File: config.mk
export PLATFORM = sky130hd
export DESIGN_NAME = wb_axis_bridge_flat
export DESIGN_NICKNAME = d
export VERILOG_FILES = /design/src/rtl/wb_axis_bridge_if.sv /design/src/rtl/wb_axis_bridge.sv /design/src/flat_wrapper.sv
export SDC_FILE = /design/constraint.sdc
export NUM_CORES = 1
export LEC_CHECK = 0
export BUFFER_PORTS_ARGS = -buffer_cell sky130_fd_sc_hd__buf_4
export CAP_MARGIN = 20
export CORE_ASPECT_RATIO = 1.75
export CORE_MARGIN = 10
export CORE_UTILIZATION = 40
export DETAILED_ROUTE_END_ITERATION = 16
export SETUP_SLACK_MARGIN = 0.4
export SYNTH_ARGS = -nofsm -noshare
export SYNTH_HDL_FRONTEND = slang
export SYNTH_SLANG_ARGS = --single-unit
File: constraint.sdc
create_clock -name wb_clk_i -period 4.3 [get_ports wb_clk_i]
set_input_delay 0.86 -clock wb_clk_i [delete_from_list [all_inputs] [get_ports wb_clk_i]]
set_output_delay 0.86 -clock wb_clk_i [all_outputs]
set_load 0.01 [all_outputs]
File: src/rtl/wb_axis_bridge_if.sv
// rtl/wb_axis_bridge_if.sv - Wishbone slave and AXI-Stream bundle for wb_axis_bridge
interface wb_axis_bridge_if;
    logic        wbs_cyc_i;
    logic        wbs_stb_i;
    logic        wbs_we_i;
    logic [3:0]  wbs_sel_i;
    logic [31:0] wbs_adr_i;
    logic [31:0] wbs_dat_i;
    logic [31:0] wbs_dat_o;
    logic        wbs_ack_o;
    logic        ss_tvalid;
    logic [31:0] ss_tdata;
    logic        ss_tlast;
    logic        ss_tready;
    logic        sm_tvalid;
    logic [31:0] sm_tdata;
    logic        sm_tlast;
    logic        sm_tready;

    modport slave (
        input  wbs_cyc_i, wbs_stb_i, wbs_we_i, wbs_sel_i, wbs_adr_i, wbs_dat_i,
        output wbs_dat_o, wbs_ack_o,
        output ss_tvalid, ss_tdata, ss_tlast,
        input  ss_tready,
        input  sm_tvalid, sm_tdata, sm_tlast,
        output sm_tready
    );

    modport master (
        output wbs_cyc_i, wbs_stb_i, wbs_we_i, wbs_sel_i, wbs_adr_i, wbs_dat_i,
        input  wbs_dat_o, wbs_ack_o,
        input  ss_tvalid, ss_tdata, ss_tlast,
        output ss_tready,
        output sm_tvalid, sm_tdata, sm_tlast,
        input  sm_tready
    );
endinterface

File: src/rtl/wb_axis_bridge.sv
// rtl/wb_axis_bridge.sv - Wishbone register window bridging to FIR X/Y AXI-Stream FIFOs
module wb_axis_bridge #(
    parameter int          DEPTH = 4,
    parameter logic [23:0] BASE  = 24'h300000
) (
    input  logic            wb_clk_i,
    input  logic            wb_rst_i,
    wb_axis_bridge_if.slave bus
);
    localparam int            AW   = $clog2(DEPTH);
    localparam int            CW   = AW + 1;
    localparam logic [CW-1:0] FULL = CW'(DEPTH);

    // Each FIFO entry is {tlast, data}
    logic [32:0]   in_mem  [DEPTH];
    logic [32:0]   out_mem [DEPTH];
    logic [AW-1:0] in_wr_q, in_rd_q, out_wr_q, out_rd_q;
    logic [CW-1:0] in_cnt_q, in_cnt_d, out_cnt_q, out_cnt_d;
    logic [31:0]   len_q, len_d, idx_q, idx_d, dat_q, dat_d;
    logic          ack_q, ack_d, seen_q, seen_d, rdy_q;

    logic          in_full, in_empty, out_full, out_empty;
    logic          req, push_x, pop_y, len_wr, ss_pop, sm_push, x_last;
    logic [31:0]   status;
    logic [32:0]   out_head;

    assign in_full   = (in_cnt_q == FULL);
    assign in_empty  = (in_cnt_q == '0);
    assign out_full  = (out_cnt_q == FULL);
    assign out_empty = (out_cnt_q == '0);

    // A request already being acked is complete; blocking it keeps ack to a single cycle
    assign req      = bus.wbs_cyc_i & bus.wbs_stb_i & (bus.wbs_adr_i[31:8] == BASE) & ~ack_q;
    assign ss_pop   = ~in_empty & bus.ss_tready;
    assign sm_push  = bus.sm_tvalid & bus.sm_tready;
    assign x_last   = (len_q != 32'd0) && (idx_q == len_q - 32'd1);
    assign out_head = out_mem[out_rd_q];
    assign status   = {16'h0, idx_q[7:0], 3'b000, seen_q, out_empty, out_full, in_empty, in_full};

    assign bus.ss_tvalid = ~in_empty;
    assign bus.ss_tdata  = in_mem[in_rd_q][31:0];
    assign bus.ss_tlast  = ~in_empty & in_mem[in_rd_q][32];
    // rdy_q holds tready low until the first clock after reset release
    assign bus.sm_tready = rdy_q & ~out_full;
    assign bus.wbs_ack_o = ack_q;
    assign bus.wbs_dat_o = dat_q;

    // Register decode, serviceability, and next-state of the bridge bookkeeping
    always_comb begin
        ack_d  = 1'b0;
        dat_d  = '0;
        push_x = 1'b0;
        pop_y  = 1'b0;
        len_wr = 1'b0;
        len_d  = len_q;
        idx_d  = idx_q;
        seen_d = seen_q;
        if (req) begin
            case (bus.wbs_adr_i[7:0])
                8'h10: begin
                    ack_d = 1'b1;
                    if (bus.wbs_we_i) len_wr = 1'b1;
                    else              dat_d  = len_q;
                end
                8'h80: begin
                    if (!bus.wbs_we_i) begin
                        ack_d = 1'b1;
                    end else if (!in_full) begin
                        ack_d  = 1'b1;
                        push_x = 1'b1;
                    end
                end
                8'h84: begin
                    if (bus.wbs_we_i) begin
                        ack_d = 1'b1;
                    end else if (!out_empty) begin
                        ack_d = 1'b1;
                        pop_y = 1'b1;
                        dat_d = out_head[31:0];
                    end
                end
                8'h88: begin
                    ack_d = 1'b1;
                    if (!bus.wbs_we_i) dat_d = status;
                end
                default: ack_d = 1'b1;
            endcase
        end
        if (len_wr) begin
            for (int b = 0; b < 4; b++) begin
                if (bus.wbs_sel_i[b]) len_d[8*b +: 8] = bus.wbs_dat_i[8*b +: 8];
            end
            idx_d  = '0;
            seen_d = 1'b0;
        end
        if (push_x) idx_d = x_last ? 32'd0 : idx_q + 32'd1;
        if (pop_y && out_head[32]) seen_d = 1'b1;
        in_cnt_d  = in_cnt_q + CW'(push_x) - CW'(ss_pop);
        out_cnt_d = out_cnt_q + CW'(sm_push) - CW'(pop_y);
    end

    // Control state; reset discards both FIFOs and any in-flight request
    always_ff @(posedge wb_clk_i or posedge wb_rst_i) begin
        if (wb_rst_i) begin
            in_wr_q   <= '0;
            in_rd_q   <= '0;
            in_cnt_q  <= '0;
            out_wr_q  <= '0;
            out_rd_q  <= '0;
            out_cnt_q <= '0;
            len_q     <= '0;
            idx_q     <= '0;
            dat_q     <= '0;
            ack_q     <= 1'b0;
            seen_q    <= 1'b0;
            rdy_q     <= 1'b0;
        end else begin
            if (push_x)  in_wr_q  <= in_wr_q + 1'b1;
            if (ss_pop)  in_rd_q  <= in_rd_q + 1'b1;
            if (sm_push) out_wr_q <= out_wr_q + 1'b1;
            if (pop_y)   out_rd_q <= out_rd_q + 1'b1;
            in_cnt_q  <= in_cnt_d;
            out_cnt_q <= out_cnt_d;
            len_q     <= len_d;
            idx_q     <= idx_d;
            dat_q     <= dat_d;
            ack_q     <= ack_d;
            seen_q    <= seen_d;
            rdy_q     <= 1'b1;
        end
    end

    // FIFO storage needs no reset; validity is tracked by the counts
    always_ff @(posedge wb_clk_i) begin
        if (push_x)  in_mem[in_wr_q]   <= {x_last, bus.wbs_dat_i};
        if (sm_push) out_mem[out_wr_q] <= {bus.sm_tlast, bus.sm_tdata};
    end
endmodule

File: src/flat_wrapper.sv
// flat-port wrapper written by rule: the top's interface ports become plain ports
module wb_axis_bridge_flat 
#(
    parameter int          DEPTH = 4,
    parameter logic [23:0] BASE  = 24'h300000
)
  (wb_clk_i, wb_rst_i, bus_wbs_cyc_i, bus_wbs_stb_i, bus_wbs_we_i, bus_wbs_sel_i, bus_wbs_adr_i, bus_wbs_dat_i, bus_wbs_dat_o, bus_wbs_ack_o, bus_ss_tvalid, bus_ss_tdata, bus_ss_tlast, bus_ss_tready, bus_sm_tvalid, bus_sm_tdata, bus_sm_tlast, bus_sm_tready);
  wb_axis_bridge_if bus_i ();
  input  logic wb_clk_i;
  input  logic wb_rst_i;
  input wire logic [$bits(bus_i.wbs_cyc_i)-1:0] bus_wbs_cyc_i;
  input wire logic [$bits(bus_i.wbs_stb_i)-1:0] bus_wbs_stb_i;
  input wire logic [$bits(bus_i.wbs_we_i)-1:0] bus_wbs_we_i;
  input wire logic [$bits(bus_i.wbs_sel_i)-1:0] bus_wbs_sel_i;
  input wire logic [$bits(bus_i.wbs_adr_i)-1:0] bus_wbs_adr_i;
  input wire logic [$bits(bus_i.wbs_dat_i)-1:0] bus_wbs_dat_i;
  output wire logic [$bits(bus_i.wbs_dat_o)-1:0] bus_wbs_dat_o;
  output wire logic [$bits(bus_i.wbs_ack_o)-1:0] bus_wbs_ack_o;
  output wire logic [$bits(bus_i.ss_tvalid)-1:0] bus_ss_tvalid;
  output wire logic [$bits(bus_i.ss_tdata)-1:0] bus_ss_tdata;
  output wire logic [$bits(bus_i.ss_tlast)-1:0] bus_ss_tlast;
  input wire logic [$bits(bus_i.ss_tready)-1:0] bus_ss_tready;
  input wire logic [$bits(bus_i.sm_tvalid)-1:0] bus_sm_tvalid;
  input wire logic [$bits(bus_i.sm_tdata)-1:0] bus_sm_tdata;
  input wire logic [$bits(bus_i.sm_tlast)-1:0] bus_sm_tlast;
  output wire logic [$bits(bus_i.sm_tready)-1:0] bus_sm_tready;
  assign bus_i.wbs_cyc_i = bus_wbs_cyc_i;
  assign bus_i.wbs_stb_i = bus_wbs_stb_i;
  assign bus_i.wbs_we_i = bus_wbs_we_i;
  assign bus_i.wbs_sel_i = bus_wbs_sel_i;
  assign bus_i.wbs_adr_i = bus_wbs_adr_i;
  assign bus_i.wbs_dat_i = bus_wbs_dat_i;
  assign bus_wbs_dat_o = bus_i.wbs_dat_o;
  assign bus_wbs_ack_o = bus_i.wbs_ack_o;
  assign bus_ss_tvalid = bus_i.ss_tvalid;
  assign bus_ss_tdata = bus_i.ss_tdata;
  assign bus_ss_tlast = bus_i.ss_tlast;
  assign bus_i.ss_tready = bus_ss_tready;
  assign bus_i.sm_tvalid = bus_sm_tvalid;
  assign bus_i.sm_tdata = bus_sm_tdata;
  assign bus_i.sm_tlast = bus_sm_tlast;
  assign bus_sm_tready = bus_i.sm_tready;
  wb_axis_bridge #(.DEPTH(DEPTH), .BASE(BASE)) u_core (.wb_clk_i(wb_clk_i), .wb_rst_i(wb_rst_i), .bus(bus_i));
endmodule
Yosys cells after proc, flatten, opt, wreduce, memory -nomap -nowiden
Memory sizes are Yosys's and may differ from the RTL's.
Cells that the tools add are included.
{ "totals": {"ff_bits": 113, "latch_bits": 0, "ram_bits": 264, "romBits": 0, "inputBits": 108, "output_inout_bits": 68, "n_memories": 2} }
{ "classes": {"addsub": 10, "n_mul": 0, "div_mod_pow": 0, "n_lt_le_gt_ge": 0, "n_eq_ne": 8, "shift": 0, "n_mux": 30, "bitwise": 10, "reduce_logical": 11} }
{ "memory_table": {"columns": ["name", "words", "width", "read_ports", "rd_clocked_by_memory_dff", "wr", "line", "text"], "rows": [
  ["u_core.in_mem", 4, 33, 1, 0, 1, "wb_axis_bridge.sv:15", "logic [32:0] in_mem [DEPTH];"],
  ["u_core.out_mem", 4, 33, 1, 0, 1, "wb_axis_bridge.sv:16", "logic [32:0] out_mem [DEPTH];"]
]} }
{ "ops": {"columns": ["cell", "count"], "rows": [
  ["32-bit two-way mux", 7],
  ["32-bit one-hot mux with 3 select lines", 1],
  ["32-bit by 1-bit adder with 32-bit output, second input constant", 1],
  ["32-bit equality test", 1],
  ["32-bit nonzero test", 1],
  ["32-bit by 1-bit subtractor with 32-bit output, second input constant", 1],
  ["24-bit by 22-bit equality test with 1-bit output, second input constant", 1],
  ["8-bit equality test, second input constant", 3],
  ["1-bit two-way mux", 20],
  ["16-bit two-way mux", 1],
  ["2-bit by 1-bit adder with 2-bit output, second input constant", 4],
  ["8-bit by 5-bit equality test with 1-bit output, second input constant", 1],
  ["2-bit AND reduction", 4],
  ["1-bit bitwise AND", 7],
  ["3-bit by 1-bit adder with 3-bit output", 2],
  ["3-bit equality test, second input constant", 2],
  ["3-bit zero test", 2],
  ["3-bit by 1-bit subtractor with 3-bit output", 2],
  ["2-bit nonzero test", 2],
  ["1-bit NOT", 3],
  ["1-bit logical AND", 2],
  ["1-bit one-hot mux with 2 select lines", 1]
]} }

Longest topological paths before layout
{ "depth": {"word_depth": 7, "mapped_depth": 14, "depth_no_buf": 12} }

Least setup slack after synthesis
Ideal clock, no wire load.
{ "synth_path": {"path_type": "input -> register", "startpoint": "in bus_wbs_adr_i[22]", "endpoint": "reg u_core.in_cnt_q[2]", "arrival_time_ns": 3.641, "t_required_ns": 4.177, "setup_slack_ns": 0.537, "path_stages": 11, "n_path_buf": 3, "path_cell_list": "or4_1 > nor4_1 > and4_1 > clkbuf_1 > clkbuf_1 > buf_1 > ha_1 > inv_1 > fa_1 > xnor2_1 > xnor2_1"} }
{ "synth_between": {"elab_chain_len": 6} }
{ "synth_rtl": {"columns": ["item", "line", "text"], "rows": [
  ["start, declared", "flat_wrapper.sv:15", "input wire logic [$bits(bus_i.wbs_adr_i)-1:0] bus_wbs_adr_i;"],
  ["24-bit by 22-bit equality test with 1-bit output", "wb_axis_bridge.sv:33", "assign req = bus.wbs_cyc_i & bus.wbs_stb_i & (bus.wbs_adr_i[31:8] == BASE) & ~ack_q;"],
  ["1-bit bitwise AND (2 in a row)", "wb_axis_bridge.sv:33", null],
  ["1-bit two-way mux", "wb_axis_bridge.sv:58", "if (req) begin"],
  ["named net u_core.push_x", "wb_axis_bridge.sv:23", "logic req, push_x, pop_y, len_wr, ss_pop, sm_push, x_last;"],
  ["3-bit by 1-bit adder with 3-bit output", "wb_axis_bridge.sv:98", "in_cnt_d = in_cnt_q + CW'(push_x) - CW'(ss_pop);"],
  ["3-bit by 1-bit subtractor with 3-bit output", "wb_axis_bridge.sv:98", null],
  ["named net u_core.in_cnt_d[2]", "wb_axis_bridge.sv:18", "logic [CW-1:0] in_cnt_q, in_cnt_d, out_cnt_q, out_cnt_d;"],
  ["end signal, assigned", "wb_axis_bridge.sv:122", "in_cnt_q <= in_cnt_d;"],
  ["end, declared", "wb_axis_bridge.sv:18", null]
]} }
The timed path passes the listed nets, and every way through them passes these cells.
A chain may end at the register's enable or synchronous reset.

Worst setup path after layout
{ "layout_path": {"startpoint": "reg u_core.len_q[0]", "endpoint": "mem u_core.in_mem[0][32], data pin"} }
{ "layout_between": {"elab_chain_len": 3, "word_cells_on_any_way": 4, "cone_classes": "add/sub (1); eq/ne (1); reduce/logical (2)"} }
{ "layout_rtl": {"columns": ["item", "line", "text"], "rows": [
  ["start, declared", "wb_axis_bridge.sv:19", "logic [31:0] len_q, len_d, idx_q, idx_d, dat_q, dat_d;"],
  ["start signal, assigned", "wb_axis_bridge.sv:124", "len_q <= len_d;"],
  ["32-bit by 1-bit subtractor with 32-bit output", "wb_axis_bridge.sv:36", "assign x_last = (len_q != 32'd0) && (idx_q == len_q - 32'd1);"],
  ["32-bit equality test", "wb_axis_bridge.sv:36", null],
  ["1-bit logical AND (*)", "wb_axis_bridge.sv:36", null],
  ["named net u_core.x_last", "wb_axis_bridge.sv:23", null],
  ["end, declared", "wb_axis_bridge.sv:15", null]
]} }
Mark *: on every way through the listed nets, which the timed path passes. The rest lies on a longest branch.

==> impl_metrics.csv <==
group,metric,value,unit
status,status,"completed",
floorplan,io_pins,176,
yosys,syn_nets,1132,
placed_design,io_buffers,175,
timing,min_period,3.70,ns
timing,rsz0062_at_grt,"false",
timing,clock_skew,0.0147,ns
yosys,ys_ff_latch,377,
timing,period_share,85.9,%
yosys,synth_cell_types,67,
job,cap_violations,0,
timing,slew-limit-headroom,44.2,%
floorplan,rows,96,
yosys,synth_area_leaders,"edfxtp_1 50%, dfrtp_1 18%, mux4_2 9.3%",
timing,fmax,0.271,GHz
drt,vias_per_cell,5.42,
drt,ant_nets,0,
setup_path,worst_setup_path_start_kind,"flip-flop",
timing,tns,0,ns
layout,fillCellCount,3351,
global_routing,busiest_layer,"met2",
setup_path,worstPathRequired,4.61,ns
clocking,cts_made_buffers,36,
layout,drive_above_1_share,32.3,%
power_and_ir_drop,vdd_drop_max,0.000226,V
yosys,synth_top_cell_area_share,49.8,%
floorplan,dieArea,0.0485,sq mm
drt,avgRoutedWirePerCell,22.6,um
yosys,yosysWarnings,0,
layout,fin_nets,1325,
timing,tightest_slew,0.834,ns
global_routing,grt_max_degree,68,
global_routing,use_met2,28.9,%
layout,area_growth_syn_to_layout,20.2,%
drt,drc_errors,0,
placed_design,dp_cells,1653,
drt,wirelength,38800,um
yosys,syn_area,0.0159,sq mm
yosys,ys.flop_type,"edfxtp_1",
floorplan,core_region_area,0.0393,sq mm
global_routing,grt_usage,16.0,%
setup_path,crit_type,"reg2reg",
floorplan,initial_utilization,40.5,%
clocking,root_buffer,"clkbuf_16",
floorplan,die_h,284,um
layout,final_core_util,48.7,%
global_routing,grt_pass1_vias,9974,
power_and_ir_drop,power_density,452,mW/mm^2
global_routing,antenna_found_initial,0,
setup_path,path_max_fanout,7,
setup_path,endpoint_kind,"flip-flop",
global_routing,use_met3,2.97,%
global_routing,globalRouteMet1Util,17.8,%
yosys,synthArstFlopShare,30.0,%
timing,final-hold-violation-count,0,
clocking,post_cts_buffers,0,
drt,vias,9308,
yosys,ys_seq_area_share,67.6,%
layout,antenna_cells,0,
min_path,hp-class,"in2async",
layout,final_cell_count_no_fill,1717,
clocking,cts_sinks,377,
timing,setup_viol,0,
clocking,cts_tree,"done",
timing,setup_slack,0.605,ns
drt,first_pass_iters,6,
clocking,cts_hold_buf,0,
layout,stdcell_area,0.0191,sq mm
yosys,syn_inst,1008,
clocking,ctsLongestPathBuffers,3,
yosys,synth_area_per_cell,15.8,sq um
placed_design,routabilityCongestion,0.925,
drt,drt_iter0_markers,568,
placed_design,placedInstanceArea,0.0179,sq mm
clocking,cts_htree_levels,2,
yosys,yosys.area.top_type,"edfxtp_1",
power_and_ir_drop,power.static_leakage,0.00732,uW
clocking,insertion_delay,0.52,ns
global_routing,grt-ovfl-total,0,
timing,slew_viol_final,0,
setup_path,cp.arrival,4.01,ns
yosys,synth_edf_count,264,
global_routing,grt_pass1_wl,59500,um
clocking,clk_pin_slew,0.06,ns
floorplan,die_w,171,um
placed_design,dp.final_hpwl,27800,um
placed_design,preCtsSetupSlack,0.469,ns
[flip-flops by register name, summed over array words and instances (netlist names), 2 cells and up]
name,cells
u_core.out_wr_q,2
u_core.bus.wbs_dat_o,32
u_core.in_cnt_q,3
u_core.out_mem,132
u_core.out_cnt_q,3
u_core.len_q,32
u_core.in_rd_q,2
u_core.in_wr_q,2
u_core.idx_q,32
u_core.in_mem,132
u_core.out_rd_q,2
[per-layer routing]
| metal | vias up | wire length, um | share of wire, % |
|---|---|---|---|
| met1 | 4749 | 14600 | 38 |
| met4 | 0 | 1400 | 3.6 |
| met3 | 73 | 1780 | 4.6 |
| met2 | 238 | 21100 | 54 |
| met5 | - | 0 | 0 |
| li1 | 4248 | - | - |
[critical path, cell delays in order (launching register included)]
cell and delay (ns):
dfrtp_1 0.45, inv_1 0.09, ha_1 0.20, or3b_4 0.46
nor2_4 0.14, o2111ai_1 0.12, or4_1 0.50, or4_1 0.52
or4_4 0.60, buf_4 0.18, nor2_1 0.24
[repair_timing]
action,4_1_cts,5_1_grt
endpoints found under the setup margin,0,34
resized for setup,0,2
endpoints found under the hold margin,0,0
[synth_stat cells (7+ instances only)]
library cell,count
nand3_1,23
o21ai_0,14
nor4_1,18
xor2_1,34
a22oi_1,19
clkbuf_1,44
and3_1,12
inv_1,26
nand2_1,48
and2_1,12
xnor2_1,39
nor2_1,76
edfxtp_1,264
buf_1,7
nor3_1,22
nand4_1,14
ha_1,14
mux2_2,35
a222oi_1,12
mux4_2,66
dfrtp_1,113
[where the power goes]
group	total, uW	internal [uW]	leakage [uW]	switching [uW]
Combinational	1260	668	0.00282	588
Clock	3180	1820	0.000580	1370
Sequential	4210	4080	0.00392	128
Total	8650	6570	0.00732	2080
[metrics by stage]
step	hold WS (ns)	total power (uW)
3_5_place_dp	0.488	5600
4_1_cts	0.433	8790
5_1_grt	0.461	9000
2_1_floorplan	0.460	4990
6_report	0.415	8650
3_3_place_gp	0.492	5580
[path summary, 6_finish.rpt]
path,startpoint,to,slack (ns),depth (start not counted)
worst max-delay path,u_core.len_q[0]$_DFFE_PP0P_,u_core.in_mem[0][32]$_DFFE_PP_,0.60,10
worst min-delay path,wb_rst_i,u_core.bus.wbs_dat_o[2]$_DFF_PP0_,0.41,2
worst max register to register,u_core.len_q[0]$_DFFE_PP0P_,u_core.in_mem[0][32]$_DFFE_PP_,0.60,10
worst min register to register,u_core.in_cnt_q[2]$_DFF_PP0_,u_core.in_cnt_q[2]$_DFF_PP0_,0.50,1
max in group asynchronous,wb_rst_i,u_core.in_rd_q[0]$_DFFE_PP0P_,3.02,3
min in group wb_clk_i,u_core.in_cnt_q[2]$_DFF_PP0_,u_core.in_cnt_q[2]$_DFF_PP0_,0.50,1
[layout make-up]
cell class	count	area, sq um	area share (%)
inverters	26	100	0.523
clock inverters	22	205	1.07
clock buffers	42	975	5.10
flip-flops and latches	377	10800	56.2
multi-input cells	551	4880	25.5
well taps	490	613	3.21
repair buffers	209	1590	8.33
[logic make-up after synthesis]
family | after synthesis | share of synthesized area [%]
flip-flops | 377 | 67.6
adder cells (fa/ha/maj) | 16 | 1.35
XOR/XNOR | 73 | 4.02
AND/OR/NAND/NOR | 274 | 9.02
multiplexers | 103 | 11.9
buffers and inverters | 80 | 1.99
other | 1 | 0.0236
AO/OA/AOI/OAI | 84 | 4.10
[placed cells by master (no fill, tap or decap), drive strengths merged, types with 5 or more instances in the layout]
cell,instances
or4,7
clkbuf,42
buf,209
ha,14
o221ai,7
nand3b,6
xor2,34
nor2,77
nor4,21
nand4,15
a222oi,12
edfxtp,264
dfrtp,113
mux2,35
and3,12
nand3,23
nor3,22
o21ai,16
clkinv,14
xnor2,39
a22oi,19
nor2b,6
inv,27
nand2,48
and2,13
or2,5
mux4,66
nand2b,5
Power figures use the tool's default switching activity.
